## src/rtl/tl45_pkg.sv

```systemverilog
// Shared types for the tl45 register scoreboard.
// Latency: n/a (types and constants only).
// Backpressure: n/a.
//
// NUM_REGS : number of tracked architectural registers (r1..r15; r0 is never tracked)
// reg_idx_t: 4-bit architectural register index
// state_e  : scoreboard recovery state (RUN / DRAIN)
package tl45_pkg;

  localparam int NUM_REGS = 15;

  typedef logic [3:0] reg_idx_t;

  typedef enum logic [0:0] {
    RUN   = 1'b0,
    DRAIN = 1'b1
  } state_e;

endpackage

```

## src/rtl/tl45_sb_counter.sv

```systemverilog
// Saturating pending-write counter for one architectural register.
// Latency: count updates on the clock edge after inc/dec; nonzero_o follows the registered count.
// Backpressure: none; the caller must not increment a full counter unless a decrement also hits it.
//
// Ports:
//   clk_i, reset_i   : clock, synchronous active-high reset
//   inc_i            : one new outstanding write
//   dec1_i, dec2_i   : one release each (writeback or squash)
//   force_clr_i      : drop the count to zero (drain timeout); overrides inc/dec
//   cnt_o            : registered count
//   nonzero_o        : count != 0
//   underflow_o      : this cycle's releases exceed count + inc (combinational pulse)
module tl45_sb_counter #(
  parameter int CNT_W = 2
) (
  input  logic             clk_i,
  input  logic             reset_i,
  input  logic             inc_i,
  input  logic             dec1_i,
  input  logic             dec2_i,
  input  logic             force_clr_i,
  output logic [CNT_W-1:0] cnt_o,
  output logic             nonzero_o,
  output logic             underflow_o
);

  // Two guard bits so cnt + inc and dec1 + dec2 can be compared without wrap.
  localparam int W = CNT_W + 2;
  localparam logic [CNT_W-1:0] MAX = '1;

  logic [CNT_W-1:0] cnt_q, cnt_d;
  logic [W-1:0]     up_w, dn_w, diff_w;

  always_comb begin
    up_w        = W'(cnt_q) + W'(inc_i);
    dn_w        = W'(dec1_i) + W'(dec2_i);
    diff_w      = up_w - dn_w;
    underflow_o = 1'b0;
    cnt_d       = cnt_q;
    if (force_clr_i) begin
      cnt_d = '0;
    end else if (dn_w > up_w) begin
      // Releasing more writes than are outstanding: clamp at zero and flag it.
      cnt_d       = '0;
      underflow_o = 1'b1;
    end else if (diff_w > W'(MAX)) begin
      cnt_d = MAX;
    end else begin
      cnt_d = diff_w[CNT_W-1:0];
    end
  end

  always_ff @(posedge clk_i) begin
    if (reset_i) begin
      cnt_q <= '0;
    end else begin
      cnt_q <= cnt_d;
    end
  end

  assign cnt_o     = cnt_q;
  assign nonzero_o = (cnt_q != '0);

endmodule

```

## src/rtl/tl45_scoreboard.sv

```systemverilog
// Register scoreboard: tracks pending writes to r1..r15, raises operand/saturation stalls, drains after a flush.
// Latency: busy list and idle reflect a set/clear one cycle later; o_stall is combinational from inputs and state.
// Backpressure: o_stall holds fetch/decode/register-read; sets are only accepted when not stalling and not flushing.
//
// Ports:
//   i_clk, i_reset        : clock, synchronous active-high reset
//   i_pipe_stall          : downstream stall, passed through to o_stall
//   i_pipe_flush          : pipeline flush, enters DRAIN
//   i_set_reg             : destination to mark busy (0 = none)
//   i_sr1, i_sr2, i_ri    : sources of the instruction in register-read; i_ri skips sr2
//   i_of1_reg, i_of2_reg  : registers currently available on the forwarding buses
//   i_clr1_reg, i_clr2_reg: release ports (writeback / squash), 0 = none
//   o_busylist            : bit n-1 set when register n has pending writes
//   o_stall, o_idle, o_err: stall, all counters zero, sticky underflow/drain-timeout error
module tl45_scoreboard
  import tl45_pkg::*;
#(
  parameter int CNT_W     = 2,
  parameter int DRAIN_MAX = 15
) (
  input  logic                i_clk,
  input  logic                i_reset,
  input  logic                i_pipe_stall,
  input  logic                i_pipe_flush,
  input  logic [3:0]          i_set_reg,
  input  logic [3:0]          i_sr1,
  input  logic [3:0]          i_sr2,
  input  logic                i_ri,
  input  logic [3:0]          i_of1_reg,
  input  logic [3:0]          i_of2_reg,
  input  logic [3:0]          i_clr1_reg,
  input  logic [3:0]          i_clr2_reg,
  output logic [NUM_REGS-1:0] o_busylist,
  output logic                o_stall,
  output logic                o_idle,
  output logic                o_err
);

  localparam int DW = $clog2(DRAIN_MAX + 1);
  localparam logic [CNT_W-1:0] CNT_MAX = '1;

  state_e           state_q, state_d;
  logic [DW-1:0]    drain_q, drain_d;
  logic             err_q, err_d;
  logic             force_clr;

  logic [CNT_W-1:0] cnt_v [1:NUM_REGS];
  logic [NUM_REGS:1] busy_v;
  logic [NUM_REGS:1] underflow_v;
  logic [15:0]      busy_idx;     // busy_idx[n] = register n busy; r0 never busy
  logic [CNT_W-1:0] set_cnt;
  logic             hazard1, hazard2, sat, set_ok, set_released;

  // Per-register counters
  for (genvar n = 1; n <= NUM_REGS; n++) begin : g_cnt
    tl45_sb_counter #(.CNT_W(CNT_W)) u_cnt (
      .clk_i      (i_clk),
      .reset_i    (i_reset),
      .inc_i      (set_ok && (i_set_reg == reg_idx_t'(n))),
      .dec1_i     (i_clr1_reg == reg_idx_t'(n)),
      .dec2_i     (i_clr2_reg == reg_idx_t'(n)),
      .force_clr_i(force_clr),
      .cnt_o      (cnt_v[n]),
      .nonzero_o  (busy_v[n]),
      .underflow_o(underflow_v[n])
    );
  end

  assign busy_idx   = {busy_v, 1'b0};
  assign o_busylist = busy_v;
  assign o_idle     = ~|busy_v;
  assign o_err      = err_q;

  // Operand hazards: a busy source stalls unless a forwarding bus carries it this cycle.
  assign hazard1 = (i_sr1 != '0) && busy_idx[i_sr1] &&
                   (i_of1_reg != i_sr1) && (i_of2_reg != i_sr1);
  assign hazard2 = !i_ri && (i_sr2 != '0) && busy_idx[i_sr2] &&
                   (i_of1_reg != i_sr2) && (i_of2_reg != i_sr2);

  always_comb begin
    set_cnt = '0;
    for (int n = 1; n <= NUM_REGS; n++) begin
      if (i_set_reg == reg_idx_t'(n)) set_cnt = cnt_v[n];
    end
  end

  // A full counter can still take a set when a release frees a slot in the same cycle.
  assign set_released = (i_clr1_reg == i_set_reg) || (i_clr2_reg == i_set_reg);
  assign sat          = (i_set_reg != '0) && (set_cnt == CNT_MAX) && !set_released;

  assign o_stall = i_pipe_stall | hazard1 | hazard2 | sat | (state_q == DRAIN);
  assign set_ok  = (state_q == RUN) && !o_stall && !i_pipe_flush && (i_set_reg != '0);

  // Recovery FSM
  always_comb begin
    state_d   = state_q;
    drain_d   = drain_q;
    force_clr = 1'b0;
    case (state_q)
      RUN: begin
        if (i_pipe_flush) begin
          state_d = DRAIN;
          drain_d = '0;
        end
      end
      DRAIN: begin
        if (i_pipe_flush) begin
          drain_d = '0;
        end else if (o_idle) begin
          state_d = RUN;
        end else if (drain_q == DW'(DRAIN_MAX)) begin
          // Releases never arrived: drop all tracking rather than hang the front end.
          force_clr = 1'b1;
          state_d   = RUN;
        end else begin
          drain_d = drain_q + 1'b1;
        end
      end
      default: state_d = RUN;
    endcase
  end

  assign err_d = err_q | (|underflow_v) | force_clr;

  always_ff @(posedge i_clk) begin
    if (i_reset) begin
      state_q <= RUN;
      drain_q <= '0;
      err_q   <= 1'b0;
    end else begin
      state_q <= state_d;
      drain_q <= drain_d;
      err_q   <= err_d;
    end
  end

endmodule
```

## config.mk

```make
export PLATFORM = sky130hd
export DESIGN_NAME = tl45_scoreboard
export DESIGN_NICKNAME = d
export VERILOG_FILES = /design/src/rtl/tl45_pkg.sv /design/src/rtl/tl45_sb_counter.sv /design/src/rtl/tl45_scoreboard.sv
export SDC_FILE = /design/constraint.sdc
export NUM_CORES = 1
export LEC_CHECK = 0
export CAP_MARGIN = 5
export CORE_ASPECT_RATIO = 1.25
export CORE_MARGIN = 2
export CORE_UTILIZATION = 60
export CTS_BUF_LIST = sky130_fd_sc_hd__clkbuf_8
export DETAILED_ROUTE_END_ITERATION = 7
export PLACE_DENSITY = 0.9
export SYNTH_ARGS = -nofsm -noshare
export SYNTH_HDL_FRONTEND = slang
export SYNTH_SLANG_ARGS = --single-unit
```

## constraint.sdc

```tcl
create_clock -name i_clk -period 4.8 [get_ports i_clk]
set_input_delay 0.96 -clock i_clk [delete_from_list [all_inputs] [get_ports i_clk]]
set_output_delay 0.96 -clock i_clk [all_outputs]
set_load 0.01 [all_outputs]
```

==> flow_summary.yaml, run 1 <==
status:
  status: "completed"
grt:
  grtUsageTotal_pct: 34.1
  use_met2_pct: 57.7
  overflow: 0
  use_met1_pct: 36.7
  top_usage_layer: "met2"
  grt_use_met3_pct: 6.59
  grt_max_degree: 29
  grt_pass1_vias: 4988
  grt_pass1_wl_microns: 23700
  antenna_found_initial: 0
die:
  die_h_microns: 104
  die_w_microns: 83.9
  ioPinCount: 51
  core_sq_um: 7790
  die_area_sq_um: 8720
  start_util_pct: 61.4
  core.rowCount: 36
critical_path:
  path_buf_inv: 4
  crit_arrival_ps: 4940
  cp-end-kind: "flip-flop"
  cp_max_fo: 5
  max_stage_delay_ps: 540
  cpMaxStageDelayCell: "or4_4"
  crit_type: "input pin to flip-flop"
  startpoint_type: "input pin"
  path_cells: "clkdlybuf4s50_1 -> buf_4 -> nor2b_1 -> buf_4 -> a21oi_1 -> o22ai_1 -> a21oi_4 -> nor4_4 -> ha_2 -> ha_1 -> inv_1 -> fa_1 -> ha_1 -> or4_4 -> nor4_2 -> a41oi_1"
  crit_family: "simple AND/OR/NAND/NOR gates"
  crit_required_ps: 4980
synth:
  synth_edf_count: 0
  syn_area_sq_um: 4790
  synth_flop_cell: "dfxtp_1"
  ys_ff_latch: 36
  syn_inst: 551
  yosysSeqAreaShare_pct: 15.1
  synth_cell_types: 59
  ys_warn_count: 0
  syn-mean-instance-area_sq_um: 8.69
  synthArstFlopShare_pct: 0
  synth_nets: 690
placed_design:
  dpl.hpwl_microns: 12100
  gp_congestion: 0.972
  io_buffers: 50
detailed_routing:
  first_pass_iters: 6
  post_drt_via_cell_ratio: 6.39
  wire_per_inst_microns: 20.1
  vias: 4777
  drt_iter0_markers: 437
  wirelength_microns: 15000
  ant_nets: 0
  drc: 0
layout:
  drive_gt1_share_pct: 20.8
  nets: 791
  n_fill_cell: 504
  syn_to_final_growth_pct: 26.6
  num_antenna_cells: 0
sta:
  fin_hold_ws_ps: 563
  worst_pin_slew_ps: 1090
  setup_viol: 0
  min_period_ps: 4760
  finalSetupTns_ps: 0
  hold_viol_final: 0
  relSlewSlack_pct: 27.6
  fmax_mhz: 210
  slew_viol_final: 0
  fin_worst_skew_ps: 6.38
  fin_crit_sh_pct: 99.2
power_and_ir_drop:
  vdd_drop_max_uv: 249
  power.density_nw_per_um2: 288
  p_leak_nw: 2.62
clock_tree:
  h-tree-depth: 2
  cts.path.max_buffers: 2
  postCtsHoldBufs: 0
  cts_root_buffer: "clkbuf_8"
  cts_tree: "built"
  cts_buffers: 5
  cts.sinks: 36
  path_clk_slew_ps: 80
  clock_latency_ps: 310
flow_run:
  drv_cap: 0
worst_hold_path:
  hold_class: "flip-flop to flip-flop"
[tightest hold or removal path, stage by stage (launching register included)]
cell,delay [ps]
dfxtp_1,330
xnor2_1,150
nor3_1,40
[power breakdown]
group / total [mW] / leakage, nW / internal (mW) / switching, mW
sequential: 0.530 / 0.299 / 0.378 / 0.152
combinational: 0.971 / 2.28 / 0.481 / 0.490
clock: 0.242 / 0.0486 / 0.115 / 0.127
total: 1.74 / 2.62 / 0.974 / 0.770
[stage by stage]
step	power [mW]	setup WS, ps	instance area, sq um	cells	util, %
after floorplan	1.10	342	4790	551	-
after detailed placement	1.43	-380	5720	735	73.4
after global routing	1.85	-71.1	6060	748	77.8
final	1.74	38.0	6060	748	77.8
after global placement	1.36	-239	5720	735	73.4
after CTS	1.68	4.59	5830	743	74.8
[flip-flops by register name, summed over array words and instances (netlist names)]
register and count:
o_err 1, drain_q 4, state_q 1, g_cnt.u_cnt.cnt_o 30
[cell families (layout without fill, tap and decap cells)]
kind of cell / count (synthesis) / count (layout) / share of synthesized area, %
adder cells (fa/ha/maj): 106 / 106 / 32.4
multiplexers: 8 / 8 / 2.67
flip-flops: 36 / 36 / 15.1
AND/OR/NAND/NOR: 176 / 176 / 20.6
AO/OA/AOI/OAI: 92 / 92 / 13.7
XOR/XNOR: 26 / 26 / 4.76
buffers and inverters: 107 / 209 / 10.8
[Yosys cell counts (all sizes together) (13+ instances only)]
cell type | count | share of area (%)
nand2 | 16 | 1.3
a211oi | 30 | 4.7
nor3 | 21 | 2.2
inv | 72 | 5.6
fa | 30 | 13
a21oi | 26 | 2.9
nor4 | 27 | 4.7
xor2 | 13 | 2.4
nor2b | 13 | 1.7
nor2 | 45 | 3.6
buf | 32 | 4.9
xnor2 | 13 | 2.4
dfxtp | 36 | 15
ha | 76 | 20
[routing by layer]
layer	share of wire [%]	wire length [microns]
met4	8.9	1340
met3	7.5	1120
met5	0	0
met2	48	7280
met1	35	5280
[path summary, 6_finish.rpt]
path,cells past startpoint,startpoint,to,slack [ps]
setup / recovery,16,i_set_reg[3],o_err$_SDFF_PP0_,40
hold reg to reg,2,drain_q[3]$_SDFFE_PP0P_,drain_q[3]$_SDFFE_PP0P_,560
setup reg to reg,15,g_cnt[1].u_cnt.cnt_o[1]$_SDFF_PP0_,o_err$_SDFF_PP0_,630
hold / removal,2,drain_q[3]$_SDFFE_PP0P_,drain_q[3]$_SDFFE_PP0P_,560
[cell type report]
class	instances	area, sq um	area share [%]
flip-flops and latches	36	721	11.9
multi-input cells	408	3740	61.7
repair buffers	129	1120	18.5
well taps	95	119	1.96
inverters	72	270	4.46
clock inverters	2	11.3	0.186
clock buffers	6	82.6	1.36
[layout by cell type, fill, tap and decap left out, types with 16 or more instances in the layout]
cell	count
a211oi_1	29
a21oi_1	22
buf_4	74
clkdlybuf4s50_1	44
dfxtp_1	36
fa_1	28
ha_1	67
inv_1	72
nand2_1	16
nor2_1	44
nor3_1	20
[repair_timing]
item                       4_1_cts  5_1_grt
pin swaps                        0       11
setup buffers                    0        3
cloned                           0        2
setup endpoints to repair        1        3
gates resized for setup          3       48
Power figures use the tool's default switching activity.
==> run 2, diff against run 1 <==
--- a/config.mk
+++ b/config.mk
@@ -5,7 +5,7 @@
 export SDC_FILE = /design/constraint.sdc
 export NUM_CORES = 1
 export LEC_CHECK = 0
-export CAP_MARGIN = 5
+export CAP_MARGIN = 0
 export CORE_ASPECT_RATIO = 1.25
 export CORE_MARGIN = 2
 export CORE_UTILIZATION = 60
==> results of run 2 <==
The final DEF is identical to that of run 1; final timing and power are the same.
